## config.mk

```make
export PLATFORM = sky130hd
export DESIGN_NAME = pipeline_hazard_ctrl
export DESIGN_NICKNAME = d
export VERILOG_FILES = /design/src/rtl/pipeline_hazard_ctrl.sv
export SDC_FILE = /design/constraint.sdc
export NUM_CORES = 1
export LEC_CHECK = 0
export CAP_MARGIN = 10
export CORE_AREA = 4 4 45 62
export DETAILED_ROUTE_END_ITERATION = 6
export DIE_AREA = 0 0 49 66
export GPL_TIMING_DRIVEN = 0
export HOLD_SLACK_MARGIN = 0.06
export PLACE_DENSITY = 0.76
export SETUP_SLACK_MARGIN = 0.15
export SYNTH_ARGS = -nofsm -noshare
export SYNTH_HDL_FRONTEND = slang
export SYNTH_SLANG_ARGS = --single-unit
```

## constraint.sdc

```tcl
create_clock -name clk -period 2.3 [get_ports clk]
set_clock_uncertainty 0.05 [all_clocks]
set_input_delay 0.345 -clock clk [delete_from_list [all_inputs] [get_ports clk]]
set_output_delay 0.345 -clock clk [all_outputs]
set_load 0.005 [all_outputs]
```

## src/rtl/pipeline_hazard_ctrl.sv

```systemverilog
`default_nettype none
// ============================================================================
// Module      : pipeline_hazard_ctrl
// Description : Hazard and stall controller for a 5-stage pipeline
//               (IF, ID, EX, MEM, WB). It compares register indices across
//               stages and drives the stall, flush and forwarding selects.
//               A wait-state FSM freezes the pipe while a DRAM access is
//               outstanding. An access that waits too long is abandoned and
//               sets a sticky error flag.
// Config      : `FORWARDING_EN -- when defined, EX operands are forwarded
//               from MEM/WB and only load-use stalls for one cycle.
//               When undefined, the fwd selects are 00. Any ID source that
//               matches an EX or MEM destination stalls until the match
//               clears.
// Ports       : clk, rst_n (synchronous, active-high despite the name)
//               rR1_ID/rR2_ID/re1_ID/re2_ID    ID source indices + read enables
//               rR1_EX/rR2_EX                  EX source indices
//               wR_*/RF_we_*/WBsel_*           EX/MEM/WB destination info
//               branch_taken_EX                taken branch/jump in EX
//               Dram_req_MEM/Dram_ack          DRAM handshake
//               pc/ifid/idex/exmem_stall       register holds
//               ifid/idex/memwb_flush          bubble inserts
//               fwdA_EX/fwdB_EX                EX operand selects
//               mem_wait/mem_err               FSM status, sticky timeout
// Revision    : 1.0 - initial release
// ============================================================================
module pipeline_hazard_ctrl #(
    parameter int MEM_TIMEOUT = 16
) (
    input  logic       clk,
    input  logic       rst_n,
    input  logic [4:0] rR1_ID,
    input  logic [4:0] rR2_ID,
    input  logic       re1_ID,
    input  logic       re2_ID,
    input  logic [4:0] rR1_EX,
    input  logic [4:0] rR2_EX,
    input  logic [4:0] wR_EX,
    input  logic       RF_we_EX,
    input  logic [1:0] WBsel_EX,
    input  logic [4:0] wR_MEM,
    input  logic       RF_we_MEM,
    input  logic [1:0] WBsel_MEM,
    input  logic [4:0] wR_WB,
    input  logic       RF_we_WB,
    input  logic       branch_taken_EX,
    input  logic       Dram_req_MEM,
    input  logic       Dram_ack,
    output logic       pc_stall,
    output logic       ifid_stall,
    output logic       idex_stall,
    output logic       exmem_stall,
    output logic       ifid_flush,
    output logic       idex_flush,
    output logic       memwb_flush,
    output logic [1:0] fwdA_EX,
    output logic [1:0] fwdB_EX,
    output logic       mem_wait,
    output logic       mem_err
);

    localparam int         C_CW      = $clog2(MEM_TIMEOUT + 1);
    localparam logic [0:0] C_ST_RUN  = 1'b0;
    localparam logic [0:0] C_ST_WAIT = 1'b1;

    logic [0:0]      state_q, state_d;
    logic [C_CW-1:0] cnt_q, cnt_d;
    logic            mem_err_q, mem_err_d;

    // ------------------------------------------------------------------
    // Wait-state FSM. The exit on timeout is taken from the last counted
    // wait cycle. The stall then covers the request cycle plus
    // MEM_TIMEOUT wait cycles, and mem_err is visible right after.
    // ------------------------------------------------------------------
    always_comb begin
        state_d   = state_q;
        cnt_d     = cnt_q;
        mem_err_d = mem_err_q;
        case (state_q)
            C_ST_RUN: begin
                cnt_d = '0;
                if (Dram_req_MEM && !Dram_ack) state_d = C_ST_WAIT;
            end
            C_ST_WAIT: begin
                cnt_d = cnt_q + C_CW'(1);
                if (Dram_ack) begin
                    state_d = C_ST_RUN;
                    cnt_d   = '0;
                end else if (cnt_q == C_CW'(MEM_TIMEOUT - 1)) begin
                    state_d   = C_ST_RUN;
                    cnt_d     = '0;
                    mem_err_d = 1'b1;
                end
            end
            default: begin
                state_d = C_ST_RUN;
                cnt_d   = '0;
            end
        endcase
    end

    always_ff @(posedge clk) begin
        if (rst_n) begin
            state_q   <= C_ST_RUN;
            cnt_q     <= '0;
            mem_err_q <= 1'b0;
        end else begin
            state_q   <= state_d;
            cnt_q     <= cnt_d;
            mem_err_q <= mem_err_d;
        end
    end

    // ------------------------------------------------------------------
    // Hazard detection
    // ------------------------------------------------------------------
    logic w_mem_stall;
    logic w_br_flush;
    logic w_raw;
    logic w_hz_stall;
    logic [1:0] w_fwd_a;
    logic [1:0] w_fwd_b;

    assign w_mem_stall = ((state_q == C_ST_RUN)  && Dram_req_MEM && !Dram_ack) ||
                         ((state_q == C_ST_WAIT) && !Dram_ack &&
                          (cnt_q < C_CW'(MEM_TIMEOUT)));

    // A taken branch makes the ID instruction wrong-path, so it wins over
    // any ID-side stall. It waits for the memory stall to release.
    assign w_br_flush = branch_taken_EX && !w_mem_stall;

    // An ID source matches an EX or MEM destination only if the index is
    // nonzero, the read is enabled and the writer has RF_we set.
    logic w_id1_ex, w_id2_ex, w_id1_mem, w_id2_mem;
    assign w_id1_ex  = re1_ID && (rR1_ID != 5'd0) && (rR1_ID == wR_EX)  && RF_we_EX;
    assign w_id2_ex  = re2_ID && (rR2_ID != 5'd0) && (rR2_ID == wR_EX)  && RF_we_EX;
    assign w_id1_mem = re1_ID && (rR1_ID != 5'd0) && (rR1_ID == wR_MEM) && RF_we_MEM;
    assign w_id2_mem = re2_ID && (rR2_ID != 5'd0) && (rR2_ID == wR_MEM) && RF_we_MEM;

`ifdef FORWARDING_EN
    // Only a load in EX cannot be forwarded in time. The dependent
    // instruction waits one cycle and then takes the value from WB.
    assign w_raw = (WBsel_EX == 2'b01) && (w_id1_ex || w_id2_ex);

    logic w_a_mem, w_b_mem, w_a_wb, w_b_wb;
    assign w_a_mem = (rR1_EX != 5'd0) && (rR1_EX == wR_MEM) && RF_we_MEM;
    assign w_b_mem = (rR2_EX != 5'd0) && (rR2_EX == wR_MEM) && RF_we_MEM;
    assign w_a_wb  = (rR1_EX != 5'd0) && (rR1_EX == wR_WB)  && RF_we_WB;
    assign w_b_wb  = (rR2_EX != 5'd0) && (rR2_EX == wR_WB)  && RF_we_WB;

    // MEM holds the younger result, so it takes priority over WB. A MEM
    // load (WBsel=01) cannot reach this point because load-use stalled it.
    function automatic logic [1:0] fwd_sel(input logic m_mem, input logic m_wb,
                                           input logic [1:0] wbsel);
        logic [1:0] sel;
        sel = 2'b00;
        if (m_mem) begin
            if (wbsel == 2'b00)      sel = 2'b01;
            else if (wbsel == 2'b10) sel = 2'b10;
        end else if (m_wb) begin
            sel = 2'b11;
        end
        return sel;
    endfunction

    assign w_fwd_a = fwd_sel(w_a_mem, w_a_wb, WBsel_MEM);
    assign w_fwd_b = fwd_sel(w_b_mem, w_b_wb, WBsel_MEM);
`else
    // Without forwarding, any pending EX or MEM producer stalls ID. The
    // register file writes before it reads, so a WB producer is harmless.
    assign w_raw   = w_id1_ex || w_id2_ex || w_id1_mem || w_id2_mem;
    assign w_fwd_a = 2'b00;
    assign w_fwd_b = 2'b00;

    logic w_unused_nofwd;
    assign w_unused_nofwd = ^{WBsel_EX, WBsel_MEM, rR1_EX, rR2_EX, wR_WB, RF_we_WB};
`endif

    assign w_hz_stall = w_raw && !w_mem_stall && !w_br_flush;

    // ------------------------------------------------------------------
    // Outputs: all forced low while reset is held
    // ------------------------------------------------------------------
    always_comb begin
        pc_stall    = 1'b0;
        ifid_stall  = 1'b0;
        idex_stall  = 1'b0;
        exmem_stall = 1'b0;
        ifid_flush  = 1'b0;
        idex_flush  = 1'b0;
        memwb_flush = 1'b0;
        fwdA_EX     = 2'b00;
        fwdB_EX     = 2'b00;
        mem_wait    = 1'b0;
        mem_err     = 1'b0;
        if (!rst_n) begin
            pc_stall    = w_mem_stall || w_hz_stall;
            ifid_stall  = w_mem_stall || w_hz_stall;
            idex_stall  = w_mem_stall;
            exmem_stall = w_mem_stall;
            memwb_flush = w_mem_stall;
            ifid_flush  = w_br_flush;
            idex_flush  = w_br_flush || w_hz_stall;
            fwdA_EX     = w_fwd_a;
            fwdB_EX     = w_fwd_b;
            mem_wait    = (state_q == C_ST_WAIT);
            mem_err     = mem_err_q;
        end
    end

endmodule
`default_nettype wire

```

### Yosys cells after proc, flatten, opt, wreduce, memory -nomap -nowiden

Cells that the tools add are included.

* flip-flop bits (word level): 7
* memories: 0
* logic and storage cells: 55
* RAM bits: 0
* bits in latches: 0
* memory bits (read-only): 0

* bitwise gates (word level): 2
* add/sub/neg operators: 1
* multiplexer cells: 13
* order comparisons: 1
* multipliers: 0
* shift operators: 0
* reductions and logical operators: 30
* div/mod/pow operators: 0
* equality and inequality tests: 5

Operators by type and width (count)
* 5-bit equality test: 4
* 1-bit logical AND: 18
* 5-bit two-way mux: 2
* 5-bit case mux with 2 select lines: 1
* 5-bit nonzero test: 2
* 1-bit two-way mux: 9
* 1-bit logical OR: 6
* 5-bit by 1-bit adder with 5-bit output (second input constant): 1
* 5-bit by 4-bit equality test with 1-bit output (second input constant): 1
* 5-bit less-than comparator (second input constant): 1
* 1-bit logical NOT: 3
* 3-bit AND reduction: 1
* 1-bit inverter: 2
* 1-bit case mux with 2 select lines: 1

### Longest topological paths before layout

Gate-level depths: netlist of the first run.

* word-level depth: 11
* gate-level depth with buffers: 6
* depth with buffers taken out: 6

### Worst setup path before layout of the first run

No wires, ideal clock.

* kind: input to output
* start: input rR1_ID[1]
* end: output pc_stall
* cell stages on the path: 6
* required time: 1.905 ns
* slack: 0.386 ns
* path buffers: 1
* arrival time: 1.519 ns
* cells stage by stage: or4_1 o21ai_1 nor4_1 o211ai_1 nand3b_1 buf_4

* longest elaborated chain between the ends: 11

Ends and longest elaborated chain
* start: declaration: line 32 `input logic [4:0] rR1_ID,`
* 5-bit nonzero test: line 135, 137
* 1-bit logical AND: line 135, 137
* 1-bit logical AND (2 in a row): line 135 `assign w_id1_ex = re1_ID && (rR1_ID != 5'd0) && (rR1_ID == wR_EX) && RF_we_EX;`
* 1-bit logical OR: line 171 `assign w_raw = w_id1_ex || w_id2_ex || w_id1_mem || w_id2_mem;`
* 1-bit logical OR * (2 in a row): line 171
* 1-bit logical AND * (2 in a row): line 179 `assign w_hz_stall = w_raw && !w_mem_stall && !w_br_flush;`
* 1-bit logical OR *
* 1-bit two-way mux *
* end: declaration: line 49 `output logic pc_stall,`

Every way passes the cells marked *; elsewhere a longest branch is shown, timed or not.

### Final worst setup path of the first run

* start: input rR1_ID[4]
* end: output pc_stall

* longest elaborated chain between the ends: 11

Ends and longest elaborated chain
* 5-bit nonzero test: line 135, 137
* 1-bit logical AND: line 135, 137
* 1-bit logical AND (2 in a row): line 135
* 1-bit logical OR: line 171
* 1-bit logical OR * (2 in a row): line 171
* 1-bit logical AND * (2 in a row): line 179
* 1-bit logical OR *: line 197 `pc_stall = w_mem_stall || w_hz_stall;`
* 1-bit two-way mux *: line 196 `if (!rst_n) begin`

Marks and branches as above.

==> results.toml, run 1 <==
[outcome]
status = "complete, no violations"

[cts]
cts_buffers = 3
cts.sinks = 7
cts_max_level = 1
cts.clk_slew.worst_paths_ns = 0.05
hold_buffers = 0
clockBufferDepth = 2
clk-insertion-delay-late_ns = 0.26
cts_tree = "done"
clock_tree.root_cell = "clkbuf_4"

[routing]
vias = 733
drc = 0
drt_iter0_drc = 3
wirelength_um = 1960
ant_nets = 0
post_drt_wl_per_cell_um = 12.9
vias_per_cell = 4.85
dr.pass1.iters = 4

[die]
die_w_um = 49
rows = 20
dieArea_um2 = 3230
start_util = 0.294
ios = 62
chipHeight_um = 66
core_um2 = 2200

[logic_synthesis]
synth-edff-count = 0
yosys.area.top_type_share = 0.216
synthesis.area_um2 = 648
yosysTopAreaCell = "dfxtp_1"
synth-warning-count = 0
avgSynthCellArea_um2 = 7.90
synth_seq_area_share = 0.216
synth_cell_types = 21
ys_ff_latch = 7
synth_ff_type = "dfxtp_1"
postSynthCellCount = 82
synth.top_cells.by_area = "dfxtp_1 22%, xnor2_1 18%, xor2_1 12%"
async_reset_ff_frac = 0

[power]
p_per_area_nw_per_um2 = 332
p_leak_nw = 0.497
total_power_mw = 0.393
ir_worst_vdd_mv = 0.143

[sta]
rsz0062_at_grt = "yes"
tns_ns = 0
post-route-min-period_ns = 2.21
timing.final.crit_share = 0.961
max_freq_mhz = 453
setup_viol = 0
hold_viol = 0
slew_viol_final = 0

[worst_setup_path]
crit_required_ns = 1.90
startpoint_type = "input pin"
worstPathMaxFanout = 2
worstPathCellList = "buf_8 -> or4_4 -> o21ai_4 -> nor4_4 -> o211ai_1 -> nand3b_1 -> buf_4 -> buf_6"
crit_path_end_kind = "primary output"
cpPeakStageDelay_ns = 0.54
cp_slowest_cell = "or4_4"
crit_type = "input pin to primary output"
critical_path.top_delay_family = "simple AND/OR/NAND/NOR gates"
cp_num_buf_inv = 3
cp_data_arrival_time_ns = 1.81

[global_route]
grt_pass1_wl_um = 3280
grt_overflow_total = 0
antenna_found_initial = 0
grt_use_total = 0.131
grt_start_max_net_pins = 9
grt_pass1_vias = 834

[cells_and_area]
diodes = 0
layout-drive-gt1-share = 0.279
area_growth_pct = 82.4
fill_cells = 212
fin_nets = 181

[place]
portBuffers = 37
hpwl_um = 1630
gp_congestion = 0.870

[min_path]
hold_path.class = "input pin to flop"

[run]
drv_cap = 0
state kept, by name, indices dropped and copies added, names as in the netlist:
signal     cells
mem_err_q      1
state_q        1
cnt_q          5
cell usage in the layout (no fill, tap or decap):
cell | netlist | routed
and3_1 | 1 | 1
o21ai_4 | 0 | 2
buf_2 | 0 | 6
nor2b_1 | 2 | 2
inv_1 | 5 | 5
buf_6 | 0 | 3
dfxtp_1 | 7 | 6
nor4_4 | 0 | 3
o211ai_1 | 2 | 2
nand3_1 | 6 | 6
xor2_1 | 9 | 9
o21ai_0 | 2 | 1
conb_1 | 1 | 4
o21bai_1 | 1 | 1
dfxtp_4 | 0 | 1
buf_4 | 7 | 10
a31oi_1 | 2 | 2
buf_8 | 0 | 2
clkdlybuf4s50_1 | 0 | 10
dlygate4sd2_1 | 0 | 13
ha_1 | 2 | 2
nor3_4 | 0 | 1
o21ai_1 | 2 | 1
clkbuf_4 | 0 | 3
mux2i_4 | 0 | 1
nand3b_1 | 1 | 1
clkbuf_2 | 0 | 1
mux2i_1 | 2 | 1
nor3_1 | 2 | 1
nor2_1 | 9 | 9
xnor2_1 | 13 | 13
clkbuf_1 | 0 | 1
nor4_2 | 0 | 1
or4_4 | 0 | 2
dlymetal6s2s_1 | 0 | 2
cell type report:
cell class,instances,area [um^2],share of cell area
buffer,7,52.6,0.0444
clock buffer,4,26.3,0.0222
inverter,5,18.8,0.0159
multi-input combinational,66,553,0.468
sequential,7,144,0.122
tap,22,27.5,0.0233
timing repair buffer,40,360,0.305
what timing repair did:
action | in CTS | in global routing
pin swaps | 17 | 6
gates resized for setup | 86 | 7
setup endpoints to repair | 6 | 6
setup buffers | 2 | 1
synthesized netlist by cell type, types with 2 or more instances:
cell type,n
o21ai_1,2
or4_1,2
inv_1,5
mux2i_1,2
nor2_1,9
xor2_1,9
ha_1,2
nor3_1,2
o211ai_1,2
o21ai_0,2
nor2b_1,2
buf_4,7
nor4_1,4
dfxtp_1,7
a31oi_1,2
nand3_1,6
xnor2_1,13
worst register-to-register path, cell delays in order (launching register included):
cell and delay [ns]:
dfxtp_1 0.32, ha_1 0.22, and3_1 0.15, ha_1 0.19
inv_1 0.07, nand3_1 0.18, nor2_1 0.14
per-stage QoR:
step	utilization	cell area (um^2)	hold WS (ns)	cells	worst slack, ns
after detailed placement	0.480	1060	0.386	144	-0.674
after CTS	0.524	1150	0.399	150	0.0837
final	0.537	1180	0.392	151	0.0901
after global routing	0.537	1180	0.400	151	0.00457
after floorplan	-	659	0.367	85	0.386
after global placement	0.480	1060	0.377	144	-0.633
report_power, final:
part	switching (mW)	internal [mW]	leakage (nW)
clock	0.0497	0.0665	0.0150
combinational	0.0681	0.0845	0.425
sequential	0.00185	0.122	0.0573
per-layer routing:
| layer | track usage | vias to the layer above | wire, um |
|---|---|---|---|
| met1 | 0.114 | 315 | 642 |
| met5 | 0 | - | 0 |
| met3 | 0.0339 | 8 | 192 |
| met2 | 0.253 | 46 | 1020 |
| li1 | - | 364 | - |
| met4 | 0.0875 | 0 | 99 |
kinds of logic after synthesis:
family,count (synthesis),synth area share
other,1,0.00579
DFF,7,0.216
and+or+nand+nor,27,0.216
muxes,2,0.0309
adders and majority gates,2,0.0386
xor gates and xnor gates,22,0.297
buffers and inverters,12,0.110
AOI/OAI and AO/OA,9,0.0849
final timing paths:
kind | startpoint | endpoint | slack [ns] | cells after the start
setup / recovery | rR1_ID[4] | pc_stall | 0.09 | 8
hold / removal | Dram_ack | state_q$_SDFF_PP0_ | 0.39 | 2
setup reg to reg | cnt_q[0]$_SDFF_PP0_ | cnt_q[3]$_SDFF_PP0_ | 0.91 | 6
hold reg to reg | cnt_q[0]$_SDFF_PP0_ | cnt_q[0]$_SDFF_PP0_ | 0.39 | 1
(Power assumes the default switching activity.)
==> inputs of run 2 (changes only) <==
--- a/config.mk
+++ b/config.mk
@@ -12,6 +12,7 @@
 export GPL_TIMING_DRIVEN = 0
 export HOLD_SLACK_MARGIN = 0.06
 export PLACE_DENSITY = 0.76
+export RECOVER_POWER = 100
 export SETUP_SLACK_MARGIN = 0.15
 export SYNTH_ARGS = -nofsm -noshare
 export SYNTH_HDL_FRONTEND = slang
==> run 2 against run 1 <==
  * Final area down 1.9%
  * Combinational power fell by 4%
  * Flip-flop and latch count did not move
  * Worst hold slack got worse by 0.062 ns
  * Count of clock-buffer cells in the layout unchanged
  * Non-clock buffer count unchanged
  * Critical endpoint unchanged
==> results.toml, run 2 (synthesized netlist as in run 1, its figures left out) <==
[routing]
wl_met1_um = 639
post_drt_wl_per_cell_um = 12.9
highest_layer = "met4"
dr.pass1.iters = 4
wl_met3_um = 193
met2_length_um = 1010
ant_nets = 0
vias = 728
vias_per_cell = 4.82
wirelength_um = 1950
drt_iter0_drc = 3
drc = 0

[global_route]
grt_pass1_vias = 834
grt_start_max_net_pins = 9
grt_use_total = 0.131
grt_overflow_total = 0
grt_pass1_wl_um = 3280
antenna_found_initial = 0

[cts]
cts.clk_slew.worst_paths_ns = 0.05
cts.sinks = 7
cts_max_level = 1
clock_tree.root_cell = "clkbuf_4"
cts_buffers = 3
clk-insertion-delay-late_ns = 0.26
clockBufferDepth = 2
cts_tree = "done"

[place]
pre_cts_slack_ns = -0.674
portBuffers = 37
place_area_um2 = 1060
hpwl_um = 1630
gp_congestion = 0.870

[cells_and_area]
regMostFlops = "cnt_q"
area_growth_pct = 79.0
largest_register_ffs = 5
reg_top3 = "cnt_q x5, mem_err_q x1, state_q x1"
design_area_um2 = 1160
fin_nets = 181
layout_common_cells = "13 x xnor2_1, 13 x dlygate4sd2_1, 10 x buf_4"
layout-drive-gt1-share = 0.271
diodes = 0

[power]
comb_power_share = 0.379
clkPwrFrac = 0.299
ir_worst_vdd_mv = 0.141
power_frac_seq = 0.322
p_leak_nw = 0.501
p_sw_frac = 0.298
p_switching_mw = 0.115
internal_power_mw = 0.272
p_per_area_nw_per_um2 = 334

[sta]
timing.final.crit_share = 0.956
hold_viol = 0
max_freq_mhz = 455
slew_viol_final = 0
setup_viol = 0
fin_ws_ns = 0.101
rsz0062_at_grt = "yes"
post-route-min-period_ns = 2.20

[die]
core_um2 = 2200
rows = 20
chipHeight_um = 66
die_w_um = 49
ios = 62
dieArea_um2 = 3230
start_util = 0.294

[run]
drv_cap = 0

[worst_setup_path]
startpoint_type = "input pin"
worstPathMaxFanout = 2
crit_type = "input pin to primary output"
cp_data_arrival_time_ns = 1.80
crit_required_ns = 1.90
crit_path_end_kind = "primary output"

[outcome]
status = "complete, no violations"

[min_path]
hold_path.class = "input pin to flop"
run 2: layout make-up:
cell class              count  area (um^2)
plain buffers               7         52.6
flip-flops and latches      7          141
fillers                   213         1040
multi-input cells          66          533
repair buffers             40          360
inverters                   5         18.8
well taps                  22         27.5
clock buffers               4         26.3
run 2: per-layer routing:
layer,track usage,vias to the layer above
met5,0,-
met4,0.0875,0
met3,0.0339,8
met2,0.253,46
met1,0.114,311
li1,-,363
run 2: power by group through the flow:
stage	registers (mW)	logic (mW)	clock network [mW]
after floorplan	0.126	0.0538	0
after global placement	0.127	0.135	0
after detailed placement	0.127	0.138	0
after CTS	0.124	0.149	0.122
after global routing	0.125	0.160	0.131
final	0.125	0.147	0.116
run 2: path summary, 6_finish.rpt:
| path | start | end | slack (ns) | cells after the start |
|---|---|---|---|---|
| max reg2reg | cnt_q[0]$_SDFF_PP0_ | cnt_q[3]$_SDFF_PP0_ | 0.91 | 6 |
| max | rR2_ID[3] | pc_stall | 0.10 | 8 |
| min | Dram_ack | state_q$_SDFF_PP0_ | 0.33 | 2 |
| min reg2reg | cnt_q[0]$_SDFF_PP0_ | cnt_q[0]$_SDFF_PP0_ | 0.39 | 1 |
run 2: per-stage QoR:
step           instances  TNS (ns)  power (mW)   util  hold slack (ns)
2_1_floorplan         85         0       0.180      -            0.367
3_3_place_gp         144     -1.72       0.262  0.480            0.377
3_5_place_dp         144     -1.86       0.265  0.480            0.386
4_1_cts              150         0       0.395  0.524            0.399
5_1_grt              151         0       0.416  0.527            0.335
6_report             151         0       0.387  0.527            0.330
run 2: repair_timing:
item,4_1_cts,5_1_grt
setup endpoints to repair,6,6
pin swaps,17,6
resized for setup,86,7
buffers inserted,2,1
hold buffers,0,0
run 2: worst max-delay path, cell delays in order:
cell and delay [ns]:
buf_8 0.09, or4_4 0.53, o21ai_4 0.18, nor4_4 0.07
o211ai_1 0.19, nand3b_1 0.13, buf_4 0.15, buf_6 0.11
==> inputs of run 3 (changes only) <==
--- a/config.mk
+++ b/config.mk
@@ -14,6 +14,7 @@
 export PLACE_DENSITY = 0.76
 export RECOVER_POWER = 100
 export SETUP_SLACK_MARGIN = 0.15
+export SKIP_CTS_REPAIR_TIMING = 1
 export SYNTH_ARGS = -nofsm -noshare
 export SYNTH_HDL_FRONTEND = slang
 export SYNTH_SLANG_ARGS = --single-unit
==> run 3 against run 2 <==
  * Global-route usage fell by 1.3 points
  * Non-clock buffer count is 1 lower
  * Register-to-register slack about the same
  * Sequential power barely moved
  * Final cell count decreased by 0.66%
  * Critical path type unchanged
  * Critical endpoint unchanged
==> results.toml, run 3 (synthesized netlist as in run 1, its figures left out) <==
[worst_setup_path]
worstPathCellList = "buf_8 -> or4_4 -> o21ai_4 -> nor4_4 -> o211ai_1 -> nand3b_1 -> buf_4 -> buf_6"
crit_path_end_kind = "primary output"
startpoint_type = "input pin"
cp-endpoint = "pc_stall"
cp_slowest_cell = "or4_4"
worstPathMaxFanout = 2
cpPeakStageDelay_ns = 0.54
crit_required_ns = 1.90
r2r_start = "cnt_q[0]$_SDFF_PP0_"
r2r_cells = 6
cp.depth = 8
cp_data_arrival_time_ns = 1.85
reg2reg_to = "cnt_q[3]$_SDFF_PP0_"
worstSetupStartpoint = "rR2_ID[4]"
cp_num_buf_inv = 3
crit_type = "input pin to primary output"
critical_path.top_delay_family = "simple AND/OR/NAND/NOR gates"
r2r_slack_ns = 0.91

[place]
pre_cts_slack_ns = -0.674
hpwl_um = 1630
portBuffers = 37
gp_congestion = 0.870

[die]
core_um2 = 2200
rows = 20
die_w_um = 49
dieArea_um2 = 3230
chipHeight_um = 66
start_util = 0.294
ios = 62

[global_route]
grt_overflow_total = 0
grt_pass1_vias = 773
grt_pass1_wl_um = 2950
grt_use_total = 0.118
antenna_found_initial = 0
grt_start_max_net_pins = 9

[cells_and_area]
regArea_um2 = 144
final_common_cell = "dlymetal6s2s_1"
multi_input_area_um2 = 577
largest_register_ffs = 5
area_growth_pct = 98.6
layout_common_cells = "20 x dlymetal6s2s_1, 13 x xnor2_1, 9 x nor2_1, 9 x buf_4, 7 x xor2_1"
regMostFlops = "cnt_q"
fill_cells = 183
layout-drive-gt1-share = 0.250
diodes = 0
reg_top3 = "cnt_q x5, mem_err_q x1, state_q x1"
fin_nets = 180
final_util = 0.585

[outcome]
status = "complete, no violations"

[min_path]
worstHoldStart = "Dram_ack"
hold_path.class = "input pin to flop"

[cts]
cts.sinks = 7
cts.clk_slew.worst_paths_ns = 0.06
cts_max_level = 1
clock_tree.root_cell = "clkbuf_4"
cts_buffers = 3
clk-insertion-delay-late_ns = 0.26
cts_tree = "done"
clockBufferDepth = 2

[routing]
vias_per_cell = 4.89
drt_iter0_drc = 3
ant_nets = 0
drc = 0
vias = 734
dr.pass1.iters = 2
wirelength_um = 2060
post_drt_wl_per_cell_um = 13.7

[sta]
hold_slack_ns = 0.389
rsz0062_at_grt = "yes"
setup_viol = 0
fin_ws_ns = 0.0588
slew_viol_final = 0
hold_viol = 0
max_freq_mhz = 446
tns_ns = 0
post-route-min-period_ns = 2.24
timing.final.crit_share = 0.974

[power]
ir_worst_vdd_mv = 0.131
p_leak_nw = 0.673
p_per_area_nw_per_um2 = 317
total_power_mw = 0.408

[run]
drv_cap = 0
-- run 3: how the worst min path moves through the flow --
| stage | end | slack [ns] | cells after the start |
|---|---|---|---|
| after global placement | cnt_q[0]$_SDFF_PP0_ | 0.38 | 1 |
| after floorplan | mem_err_q$_SDFFE_PP0P_ | 0.37 | 1 |
| final | state_q$_SDFF_PP0_ | 0.39 | 2 |
| after global routing | state_q$_SDFF_PP0_ | 0.40 | 2 |
| after CTS | cnt_q[0]$_SDFF_PP0_ | 0.40 | 1 |
| after detailed placement | cnt_q[0]$_SDFF_PP0_ | 0.39 | 1 |
-- run 3: through the flow --
step | cells | cell area, um^2
after floorplan | 85 | 659
after global placement | 144 | 1060
after detailed placement | 144 | 1060
after CTS | 148 | 1080
after global routing | 150 | 1290
final | 150 | 1290
-- run 3: final cells by class --
class | count | area share
sequential | 7 | 0.112
buffer | 7 | 0.0408
inverter | 5 | 0.0146
clock buffer | 4 | 0.0204
timing repair buffer | 39 | 0.343
tap | 22 | 0.0214
multi-input combinational | 66 | 0.448
-- run 3: report_power, final --
part	internal [mW]	switching, mW
Sequential	0.122	0.00157
Combinational	0.0936	0.0724
Clock	0.0666	0.0519
-- run 3: metal layers --
layer | wire (um) | track usage | vias up | part of all wire
met1 | 717 | 0.100 | 324 | 0.35
met2 | 1080 | 0.230 | 44 | 0.52
li1 | - | - | 361 | -
met4 | 51 | 0.0774 | 0 | 0.025
met5 | 0 | 0 | - | 0
met3 | 213 | 0.0339 | 5 | 0.10
==> edit (config.mk and constraints of run 3) <==
The parameter `MEM_TIMEOUT` goes from 16 to 32.
--- a/src/rtl/pipeline_hazard_ctrl.sv
+++ b/src/rtl/pipeline_hazard_ctrl.sv
@@ -25,7 +25,7 @@
 // Revision    : 1.0 - initial release
 // ============================================================================
 module pipeline_hazard_ctrl #(
-    parameter int MEM_TIMEOUT = 16
+    parameter int MEM_TIMEOUT = 32
 ) (
     input  logic       clk,
     input  logic       rst_n,
Function: no difference found for any inputs over 10 cycles, from zero or initial values and one cycle with rst_n high; that may be too few to reach the edited logic, so the function may still have changed.
==> edit against run 3 <==
Count of clock-buffer cells in the layout down 1; setup slack better by 0.038 ns; wire length up 9.0%; cell area up 0.49%; area after synthesis up 7.1%; sequential cell count up 1; power down 0.88%; worst hold slack worse by 0.027 ns; largest power group unchanged.
==> edit: results (changes against run 3) <==
GR Util met3 5.19% (+1.8 points); DR top layer met4; CP peak stage delay 0.54 ns (about the same); r2r worst-path depth 4 (-2); synthesized instance count 88 (+7.3%); metal2 WL 1260 um (+16%); initial antenna violation count 0 (unchanged); final std cell area, no fill 1290 sq um (+0.49%); DR pass1 iterations 4 (+2); worst-skew pair later-pin latency 0.26 ns (about the same); Crit path max-delay family simple AND/OR/NAND/NOR gates; Metal-1 WL 695 um (-3.1%); library cells used by synthesis 23 (+9.5%); worst-path fanout max 3 (+1); sequential fraction of the synthesis area 23.1% (+1.4 points); outcome finished, final reports clean; number of H-tree levels 1 (unchanged); Synth area leaders dfxtp_1 23%, xnor2_1 23%, buf_4 7.6%; hold slack 0.362 ns (-0.0271 ns); YS warnings 0 (unchanged); hold path cells 2 (unchanged); Setup WS pre-CTS -0.598 ns (+0.0750 ns); Pleak 0.000676 uW (+0.41%); Async SR Flop Fraction 0% (unchanged); total track usage 13.1% (+1.3 points); metal3 WL 251 um (+18%); Worst Hold End state_q; Critical Path End idex_flush; fraction of layout cells with a size suffix above 1 27.9% (+2.9 points); internal reg-to-reg setup slack 1.17 ns (+0.26 ns); Area after DPL 1100 sq um (+4.4%); Antenna Cells 0 (unchanged); drt wl/cell 14.2 um (+3.5%); final wirelength 2250 um (+9.0%); clock slew at reported path FFs about 0.050 ns; met1 Usage GRT 10.7% (+0.72 points); crit path DAT 1.81 ns (-0.04 ns); Worst VDD drop 0.166 mV (+26%); largest net degree at the start of global routing 9 (unchanged); Clock Tree Buf Depth 2 (unchanged); worst hold-check path type primary input to register; via count 786 (+7.1%); M2 GR Usage 25.5% (+2.5 points); Final HPWL DP 1760 um (+8.0%); vias in the first global route 820 (+6.1%); CTS buffer count 3 (unchanged); Regs by FF count cnt_q (6), mem_err_q (1), state_q (1); post-layout net count 188 (+4.4%); I/O Buffers 37 (unchanged); Placer Congestion 0.818 (-6.0%); initial drt markers 7 (+4); Crit. Startpoint rR1_ID[4]; Hold Path Origin Dram_ack; first-pass GRT wire length 3320 um (+12%); RR Startpoint cnt_q[0]; clock root buffer clkbuf_4; dpl cells 150 (+4.2%); Synth top cells by count 18 x xnor2_1, 12 x nor2_1, 8 x dfxtp_1; final worst slack 0.0971 ns (+0.0383 ns)
[edit: power breakdown]
| group | internal (uW) | total, uW | switching (uW) |
|---|---|---|---|
| Sequential | 139 | 141 | 1.83 |
| Clock | 59.8 | 109 | 49.0 |
| Combinational | 89.4 | 154 | 65.0 |
| Total | 289 | 405 | 116 |
[edit: kinds of logic (layout without fill, tap and decap cells)]
| logic type | Yosys count | after routing | share of synthesized area [%] |
|---|---|---|---|
| flops | 8 | 8 | 23.1 |
| xor+xnor | 24 | 24 | 30.3 |
| other cells | 1 | 4 | 0.540 |
| fa+ha+maj | 1 | 1 | 1.80 |
| simple gates | 37 | 37 | 26.7 |
| compound gates | 6 | 6 | 6.13 |
| buf+inv | 9 | 54 | 8.65 |
| mux | 2 | 2 | 2.88 |
[edit: area by class of cell]
class                      count  area [sq um]
sequential                     8           164
multi-input combinational     74           581
inverter                       2          7.51
clock buffer                   3          22.5
buffer                         7          52.6
fill                         189           908
timing repair buffer          42           439
tap                           22          27.5
